`config.mk`:
```
export PLATFORM = sky130hd
export DESIGN_NAME = p_s_converter
export DESIGN_NICKNAME = d
export VERILOG_FILES = /design/src/rtl/p_s_converter.sv
export SDC_FILE = /design/constraint.sdc
export NUM_CORES = 1
export LEC_CHECK = 0
export BUFFER_PORTS_ARGS = -buffer_cell sky130_fd_sc_hd__buf_2
export CAP_MARGIN = 30
export CORE_MARGIN = 2
export CORE_UTILIZATION = 60
export CTS_BUF_LIST = sky130_fd_sc_hd__clkbuf_8
export CTS_CLUSTER_SIZE = 14
export DETAILED_ROUTE_END_ITERATION = 16
export PLACE_DENSITY = 0.85
export REMOVE_ABC_BUFFERS = 1
export SLEW_MARGIN = 40
export SYNTH_ARGS = -nofsm -noshare
export SYNTH_HDL_FRONTEND = slang
export SYNTH_SLANG_ARGS = --single-unit
```
`constraint.sdc`:
```
create_clock -name CK -period 4.2 [get_ports CK]
set_input_delay 0.21 -clock CK [delete_from_list [all_inputs] [get_ports CK]]
set_output_delay 0.21 -clock CK [all_outputs]
set_load 0.01 [all_outputs]
```
`src/rtl/p_s_converter.sv`:
```
// Parallel-to-serial converter: accepts a C_BITS_IN-bit word on a LOAD/READY
// handshake and shifts it out MSB first, one bit per CK. Back-to-back words
// stream with no idle cycle so the receiver stays word-aligned.
// Optional feature: define P_S_PARITY_EN to append an even-parity bit to each
// frame (frame length becomes C_BITS_IN+1).
module p_s_converter #(
    parameter int C_BITS_IN = 255
) (
    input  logic                 CK,
    input  logic                 RST,
    input  logic [C_BITS_IN-1:0] D,
    input  logic                 LOAD,
    output logic                 READY,
    output logic                 Q,
    output logic                 FRAME,
    output logic                 LAST
);

    localparam int CW = $clog2(C_BITS_IN + 1);

`ifdef P_S_PARITY_EN
    // The parity bit occupies the slot after D[0], so the frame ends one count later.
    localparam logic [CW-1:0] FINAL   = CW'(C_BITS_IN);
    localparam logic [CW-1:0] PAR_IDX = CW'(C_BITS_IN);
`else
    localparam logic [CW-1:0] FINAL   = CW'(C_BITS_IN - 1);
`endif

    typedef enum logic [0:0] {
        IDLE  = 1'b0,
        SHIFT = 1'b1
    } state_t;

    state_t               state_q, state_d;
    logic [C_BITS_IN-1:0] sreg_q, sreg_d;
    logic [CW-1:0]        cnt_q, cnt_d;
    logic [CW-1:0]        cnt_inc;
    logic                 q_q, q_d;
    logic                 frame_q, frame_d;
    logic                 last_q, last_d;
`ifdef P_S_PARITY_EN
    logic                 par_q, par_d;
`endif

    // A new word can be taken when idle or while the final bit of a frame is on Q.
    assign READY = (state_q == IDLE) || ((state_q == SHIFT) && (cnt_q == FINAL));

    assign cnt_inc = cnt_q + CW'(1);

    // Next-state logic: load has priority over shifting; loads outside READY are dropped.
    always_comb begin
        state_d = state_q;
        sreg_d  = sreg_q;
        cnt_d   = cnt_q;
        q_d     = q_q;
        frame_d = frame_q;
        last_d  = last_q;
`ifdef P_S_PARITY_EN
        par_d   = par_q;
`endif
        if (LOAD && READY) begin
            state_d = SHIFT;
            cnt_d   = '0;
            sreg_d  = {D[C_BITS_IN-2:0], 1'b0};
            q_d     = D[C_BITS_IN-1];
            frame_d = 1'b1;
            last_d  = 1'b0;
`ifdef P_S_PARITY_EN
            par_d   = ^D;
`endif
        end else if (state_q == SHIFT) begin
            if (cnt_q == FINAL) begin
                // Frame complete with no follow-on word: return to idle with a quiet line.
                state_d = IDLE;
                cnt_d   = '0;
                sreg_d  = '0;
                q_d     = 1'b0;
                frame_d = 1'b0;
                last_d  = 1'b0;
            end else begin
                cnt_d   = cnt_inc;
                sreg_d  = {sreg_q[C_BITS_IN-2:0], 1'b0};
                q_d     = sreg_q[C_BITS_IN-1];
`ifdef P_S_PARITY_EN
                if (cnt_inc == PAR_IDX) begin
                    q_d = par_q;
                end
`endif
                last_d  = (cnt_inc == FINAL);
            end
        end
    end

    // State register; synchronous reset abandons any word in flight.
    always_ff @(posedge CK) begin
        if (RST) begin
            state_q <= IDLE;
            sreg_q  <= '0;
            cnt_q   <= '0;
            q_q     <= 1'b0;
            frame_q <= 1'b0;
            last_q  <= 1'b0;
`ifdef P_S_PARITY_EN
            par_q   <= 1'b0;
`endif
        end else begin
            state_q <= state_d;
            sreg_q  <= sreg_d;
            cnt_q   <= cnt_d;
            q_q     <= q_d;
            frame_q <= frame_d;
            last_q  <= last_d;
`ifdef P_S_PARITY_EN
            par_q   <= par_d;
`endif
        end
    end

    assign Q     = q_q;
    assign FRAME = frame_q;
    assign LAST  = last_q;

endmodule

```
; After elaboration in Yosys (flattened, before gate mapping)
; Cells that the tools add are included.
; W data, S select, Z words.
[op_classes]
n_addsub = 1
eq_ne = 2
muxes = 14
bitwise = 1
reduce_logical = 7
[ops]
columns = operator, count
row1 = $mux W255, 3
row2 = $eq A8 B8 Y1 const B, 2
row3 = $mux W1, 10
row4 = $add A8 B1 Y8 const B, 1
row5 = $mux W8, 1
row6 = $reduce_bool A2 Y1, 2
row7 = $logic_and A1 B1 Y1, 2
row8 = $reduce_and A2 Y1, 1
row9 = $reduce_or A2 Y1, 1
row10 = $logic_or A1 B1 Y1, 1
row11 = $not A1 Y1, 1
[totals]
regBits = 267
inputBits = 258
output_inout_bits = 4
wordCells = 32

; Depth between registers and ports, before layout
; Gate-level depths: netlist of run 1.
[logic_depth]
ltp_word = 6
ltp_mapped = 10
depth_no_buf = 7

; Least setup slack after synthesis of run 1
; Ideal clock, no wire load.
[synth_timing]
path_type = register to register
startpoint = reg cnt_q[1]
endpoint = reg sreg_q[129]
setup_time_ps = 132
t_arrival_ps = 1613
required_time_ps = 4068
path_slack_ps = 2455
stages_incl_launch_ff = 9
synth_period_minus_slack_ps = 1745
path_cell_list = dfxtp_1 > ha_1 > nand4_1 > o21a_1 > buf_6 > buf_6 > buf_6 > a221oi_2 > nor3_1
[synth_between]
elab_chain_cells = 5
word_cells_on_any_way = 8
cone_classes = eq/ne: 1 / mux: 3 / reduce/logical: 4
[synth_lines]
columns = item, line_no
row1 = from (decl), 36  ; logic [CW-1:0] cnt_q, cnt_d;
row2 = from (signal assigned), 109  ; cnt_q <= cnt_d;
row3 = $eq A8 B8 Y1 *, "46, 72"
row4 = $logic_and A1 B1 Y1, 46  ; assign READY = (state_q == IDLE) || ((state_q == SHIFT) && (cnt_q == FINAL));
row5 = $logic_or A1 B1 Y1, 46
row6 = $logic_and A1 B1 Y1, 61  ; if (LOAD && READY) begin
row7 = $mux W255 or $reduce_bool A2 Y1 (tied branches), --
row8 = to (signal assigned), 108  ; sreg_q <= sreg_d;
row9 = to (decl), 35  ; logic [C_BITS_IN-1:0] sreg_q, sreg_d;
; Every way passes the cells marked *; elsewhere a longest branch is shown, timed or not. The select of a mux whose other input is x is not followed.
; A chain may end at the register's enable or synchronous reset.

; Worst setup path in the final report of run 1
[layout_timing]
startpoint = reg cnt_q[0]
endpoint = out READY
[layout_between]
elab_chain_cells = 3
[layout_lines]
columns = item, line_no
row1 = $eq A8 B8 Y1, 46
row2 = $logic_and A1 B1 Y1, 46
row3 = $logic_or A1 B1 Y1, 46
row4 = to (decl), 13  ; output logic READY,
; Every way passes these cells.

==> results of run 1 <==
[cell usage in the layout, fill, tap and decap left out, types with 2 or more instances in the layout]
cell and count:
a221oi_2 37, buf_12 4, a211oi_1 2, or3_1 2, buf_6 4, dlygate4sd3_1 156
a221oi_1 217, nand3_1 8, buf_2 259, nor2_1 262, mux2i_1 2, nor4_1 2
clkbuf_8 60, nor3_1 254, buf_4 7, nand2_1 7, ha_1 3, diode_2 2
nand4_1 5, a31oi_1 3, dfxtp_1 266, a21oi_1 4, inv_1 18
[final timing paths]
check,depth (start not counted),from,slack [ns],to
max reg2reg,7,cnt_q[1],1.38,sreg_q[67]
min reg2reg,2,sreg_q[249],0.49,sreg_q[249]
max,6,cnt_q[0],1.16,READY
min,3,D[52],0.009,sreg_q[53]
[cell type report]
cell class                 count  area, µm²
sequential                   266       5330
inverter                       4       22.5
clock inverter                16       61.3
clock buffer                  59        812
tap                          229        287
antenna                        2       5.00
timing repair buffer         431       3050
multi-input combinational    827       5130
fill                        1065       3460
[metrics by stage]
step | setup WS (ns) | hold WS [ns] | utilization (%)
4_1_cts | 1.20 | 0.0000883 | 80.9
3_3_place_gp | 1.44 | 0.446 | 67.3
6_report | 1.16 | 0.00940 | 81.0
5_1_grt | 1.03 | 0.0210 | 80.9
3_5_place_dp | 1.39 | 0.457 | 67.5
2_1_floorplan | -6.01 | 0.279 | -
[critical path: cells and delay by family, from the launching register on]
kind            cells  cell delay, ns
simple gates        1            0.15
compound gates      1            0.61
buf+inv             3            0.79
fa+ha+maj           1            0.25
flops               1            0.45
[kinds of logic (layout without fill, tap and decap cells)]
group	after synthesis	count (layout)	synth area share, %
AO/OA/AOI/OAI	274	274	23.3
XOR/XNOR	1	1	0.0781
adder cells (fa/ha/maj)	3	3	0.335
buffers and inverters	154	510	7.03
flip-flops	266	266	47.5
multiplexers	2	2	0.179
other	0	2	0
AND/OR/NAND/NOR	547	547	21.6
[routing by layer]
metal / vias to the layer above / wire length [µm]
li1: 5407 / -
met1: 5682 / 13500
met2: 799 / 18100
met3: 176 / 3120
met4: 0 / 1780
met5: - / 0
[sequential cells by signal (all words and copies together), names as in the netlist]
register / cells
Q: 1
cnt_q: 8
sreg_q: 254
state_q: 1
LAST: 1
FRAME: 1
[power breakdown]
group	total (W)	internal [W]	switching [W]
Combinational	0.000988	0.000449	0.000539
Sequential	0.00285	0.00272	0.000126
Clock	0.00227	0.00124	0.00103
[repair_timing]
action / 4_1_cts / 5_1_grt
hold buffers: 156 / 0
setup buffers: 0 / 0
hold endpoints to repair: 156 / 0
==> impl_metrics.ini, run 1 <==
[status]
status = complete, no violations

[route]
post_drt_wl_per_cell_um = 19.9
finalWirelength_mm = 36.5
via_count = 12064
drt_first_pass_iters = 8
drt_iter0_markers = 1293
ant_nets = 0
routed_via_density = 6.58
drc = 0

[cts]
cts_tree = yes
cts_sinks = 266
insertion_delay_ns = 0.54
cts.root.buffer_cell = clkbuf_8
cts_resized = 0
htree_levels = 2
numCtsBuffers = 44
cts.clk_slew.worst_paths_ns = 0.06
cts_max_path_buffers = 3

[logic_synthesis]
synth.distinct_cells = 41
synthTopCellsByCount = dfxtp_1, nor2_1, nor3_1
synth_top_cell_area_share_pct = 47.5
async_reset_ff_share_pct = 0
synth.avg_cell_area_um2 = 8.99
netlist_area_um2 = 11200
ys.flop_type = dfxtp_1
ys_ff_latch = 266
ys_warn_count = 0
yosysSeqAreaShare_pct = 47.5
synth_edf_count = 0
ys_top_cells_by_area = dfxtp_1, a221oi_1, nor3_1
synth_top_area_cell = dfxtp_1
syn-instance-count = 1247
synth_most_common_cell = dfxtp_1

[floorplan]
dieArea_um2 = 19800
num_rows = 49
fp.dieW_um = 141
die_h_um = 141
start_util_pct = 61.8
fp.coreArea_um2 = 18100
io_pins = 262

[timing]
max-slew-margin-rel_pct = 44.8
finalClockSkew_ns = 0.0170
finalHoldViolations = 0
rsz0062_at_grt = false
tns_ns = 0
max_freq_mhz = 328
min_period_ns = 3.04
finalSetupViolations = 0
slew_violations = 0
worst_slew_pin_slew_ns = 0.829
post-route-period-util_pct = 72.5

[hold_path]
hold_class = input port to flop

[place]
dp_cells = 1601
dp_hpwl_mm = 17.5
place_congestion = 0.820
io_buffers = 261
place_area_um2 = 12200

[cells_and_area]
fin_cells = 1834
finish.instance_area_um2 = 14700
nNetsFinal = 1835
layout-drive-gt1-share_pct = 23.5
syn_to_final_growth_pct = 31.0

[global_routing]
use_met3_pct = 7.85
antenna_found_initial = 1
track_usage_pct = 35.1
grt_pass1_vias = 12008
grt.met2_usage_pct = 59.8
use_met1_pct = 41.1
grt_pass1_wl_mm = 57.8
grt_overflow = 0
busiest_layer = met2
grt_max_degree = 137

[setup_path]
cp_slowest_cell = o21a_4
critPathArrivalTime_ns = 2.83
critPathMaxFanout = 136
required_ns = 3.99
worst_setup_path_start_kind = flop
critical_path_class = flop to primary output
path_cells = inv_1 > ha_1 > nand4_1 > o21a_4 > inv_8 > buf_2
slowest_delay_ns = 0.61
end_kind = primary output

[power]
p_leak_nw = 6.11
peakVddDrop_uv = 282
pwr_density_cell_nw_per_um2 = 416
power_w = 0.00611

[run]
maxCapViolations = 0
No activity file was read; power rests on OpenSTA's default activity.
==> run 2: changes to the inputs <==
--- a/config.mk
+++ b/config.mk
@@ -8,11 +8,11 @@
 export BUFFER_PORTS_ARGS = -buffer_cell sky130_fd_sc_hd__buf_2
 export CAP_MARGIN = 30
 export CORE_MARGIN = 2
-export CORE_UTILIZATION = 60
+export CORE_UTILIZATION = 56
 export CTS_BUF_LIST = sky130_fd_sc_hd__clkbuf_8
 export CTS_CLUSTER_SIZE = 14
 export DETAILED_ROUTE_END_ITERATION = 16
-export PLACE_DENSITY = 0.85
+export PLACE_DENSITY = 0.8
 export REMOVE_ABC_BUFFERS = 1
 export SLEW_MARGIN = 40
 export SYNTH_ARGS = -nofsm -noshare
==> constraint.sdc (replaced) <==
create_clock -name CK -period 2.96 [get_ports CK]
set_input_delay 0.148 -clock CK [delete_from_list [all_inputs] [get_ports CK]]
set_output_delay 0.148 -clock CK [all_outputs]
set_load 0.01 [all_outputs]
==> impl_metrics.ini, run 2 (synthesized netlist as in run 1, its figures left out) <==
[status]
status = complete, no violations

[timing]
post-route-period-util_pct = 91.6
rsz0062_at_grt = false
worst_slew_pin_slew_ns = 0.747
finalSetupViolations = 0
max_freq_mhz = 369
finalHoldViolations = 0
min_period_ns = 2.71
slew_violations = 0
max-slew-margin-rel_pct = 50.2
finalClockSkew_ns = 0.0242

[power]
p_int_w = 0.00635
p_leak_nw = 6.59
comb_power_share_pct = 17.5
pwr_density_cell_nw_per_um2 = 555
p_sw_share_pct = 28.0
power_w = 0.00882
peakVddDrop_uv = 430
clkPwrFrac_pct = 36.6
power.share.sequential_pct = 45.9
p_switching_w = 0.00247

[cts]
cts.root.buffer_cell = clkbuf_8
cts_max_path_buffers = 3
cts_resized = 0
htree_levels = 2
cts.clk_slew.worst_paths_ns = 0.06
insertion_delay_ns = 0.55
numCtsBuffers = 44
cts_sinks = 266
cts_tree = yes

[route]
post_drt_wl_per_cell_um = 19.9
ant_nets = 0
drt_iter0_markers = 1352
finalWirelength_mm = 39.5
routed_via_density = 6.31
drc = 0
drt_first_pass_iters = 8
via_count = 12512

[floorplan]
fp.dieW_um = 146
dieArea_um2 = 21200
num_rows = 51
io_pins = 262
fp.coreArea_um2 = 19500
die_h_um = 146
start_util_pct = 57.4

[place]
dp_hpwl_mm = 17.9
io_buffers = 261
place_congestion = 0.817
dp_cells = 1644

[setup_path]
critPathTopFamily = buffers and inverters
worst_setup_path_start_kind = flop
critPathArrivalTime_ns = 2.56
critical_path_class = flop to primary output
required_ns = 2.81
crit_buf_inv = 3
cp_slowest_cell = dfxtp_1
slowest_delay_ns = 0.43
path_cells = ha_1 > nand4_1 > o21a_4 > inv_6 > buf_4 > buf_2
end_kind = primary output
critPathMaxFanout = 59

[run]
maxCapViolations = 0

[cells_and_area]
final_cell_mix = dfxtp_1, nor2_1, buf_2
fillers = 1111
layout-drive-gt1-share_pct = 22.5
layout_commonest_cell = dfxtp_1
fin_cells = 1984
multi_input_area_um2 = 5130
seq_area_um2 = 5330
largest_reg_flops = 254
syn_to_final_growth_pct = 41.6
nNetsFinal = 1940
reg.largest.list = sreg_q: 254 flops, cnt_q: 8 flops
largest_register = sreg_q

[hold_path]
hold_class = input port to flop

[global_routing]
grt_overflow = 0
grt_pass1_wl_mm = 62.6
track_usage_pct = 35.5
grt_pass1_vias = 12366
grt_max_degree = 145
antenna_found_initial = 7
-- run 2: changes by cell type in the layout (fill, tap and decap cells not counted), sizes merged --
cell         previous run  this run
clkinvlp                0         2
clkbuf                 60        59
dlygate4sd3           156       254
diode                   2         8
buf                   274       281
inv                    19        21
-- run 2: per-stage QoR --
stage	TNS [ns]	area (µm²)	hold WS (ns)	worst slack [ns]	util [%]
after global routing	0	15900	0.0207	0.0901	81.3
final	0	15900	0.0297	0.248	81.3
after detailed placement	0	12400	0.401	0.773	63.7
after floorplan	-1495.08	10400	0.217	-7.25	-
after global placement	0	12400	0.402	0.883	63.7
after CTS	0	15900	0.00276	0.246	81.2
-- run 2: final cells by class --
cell class | count | area share (%)
Antenna cell | 8 | 0.126
Tap cell | 265 | 2.09
Sequential cell | 266 | 33.5
Inverter | 4 | 0.126
Clock inverter | 20 | 0.528
Multi-Input combinational cell | 827 | 32.3
Clock buffer | 58 | 5.03
Timing Repair Buffer | 536 | 26.3
-- run 2: layer usage --
metal / GRT usage, % / vias up / wire length, µm
met1: 42.1 / 5896 / 14400
li1: - / 5624 / -
met5: 0 / - / 0
met2: 60.2 / 802 / 19500
met4: 20.4 / 0 / 2210
met3: 6.68 / 190 / 3280
-- run 2: path summary, 6_finish.rpt --
path	from	end	slack [ns]	cells after the start
worst min-delay path	D[223]	sreg_q[224]	0.03	3
worst min register to register	sreg_q[132]	sreg_q[133]	0.49	2
worst max register to register	cnt_q[1]	sreg_q[73]	0.62	6
worst max-delay path	cnt_q[1]	READY	0.25	6
-- run 2: timing repair --
| item | in CTS | in global routing |
|---|---|---|
| setup buffers | 0 | 0 |
| endpoints found under the hold margin | 254 | 0 |
| hold buffers | 254 | 0 |
-- run 2: worst register-to-register path, stage by stage (launching register included) --
cell and delay [ns]:
dfxtp_1 0.43, ha_1 0.24, nand4_1 0.16, o2bb2ai_4 0.55
buf_12 0.35, a221oi_1 0.22, nor3_1 0.30
-- run 2: power by group through the flow --
stage	logic (W)	registers (W)	clock network, W
2_1_floorplan	0.000794	0.00406	0
3_3_place_gp	0.00117	0.00409	0
3_5_place_dp	0.00119	0.00410	0
4_1_cts	0.00146	0.00402	0.00323
5_1_grt	0.00166	0.00407	0.00340
6_report	0.00154	0.00405	0.00323
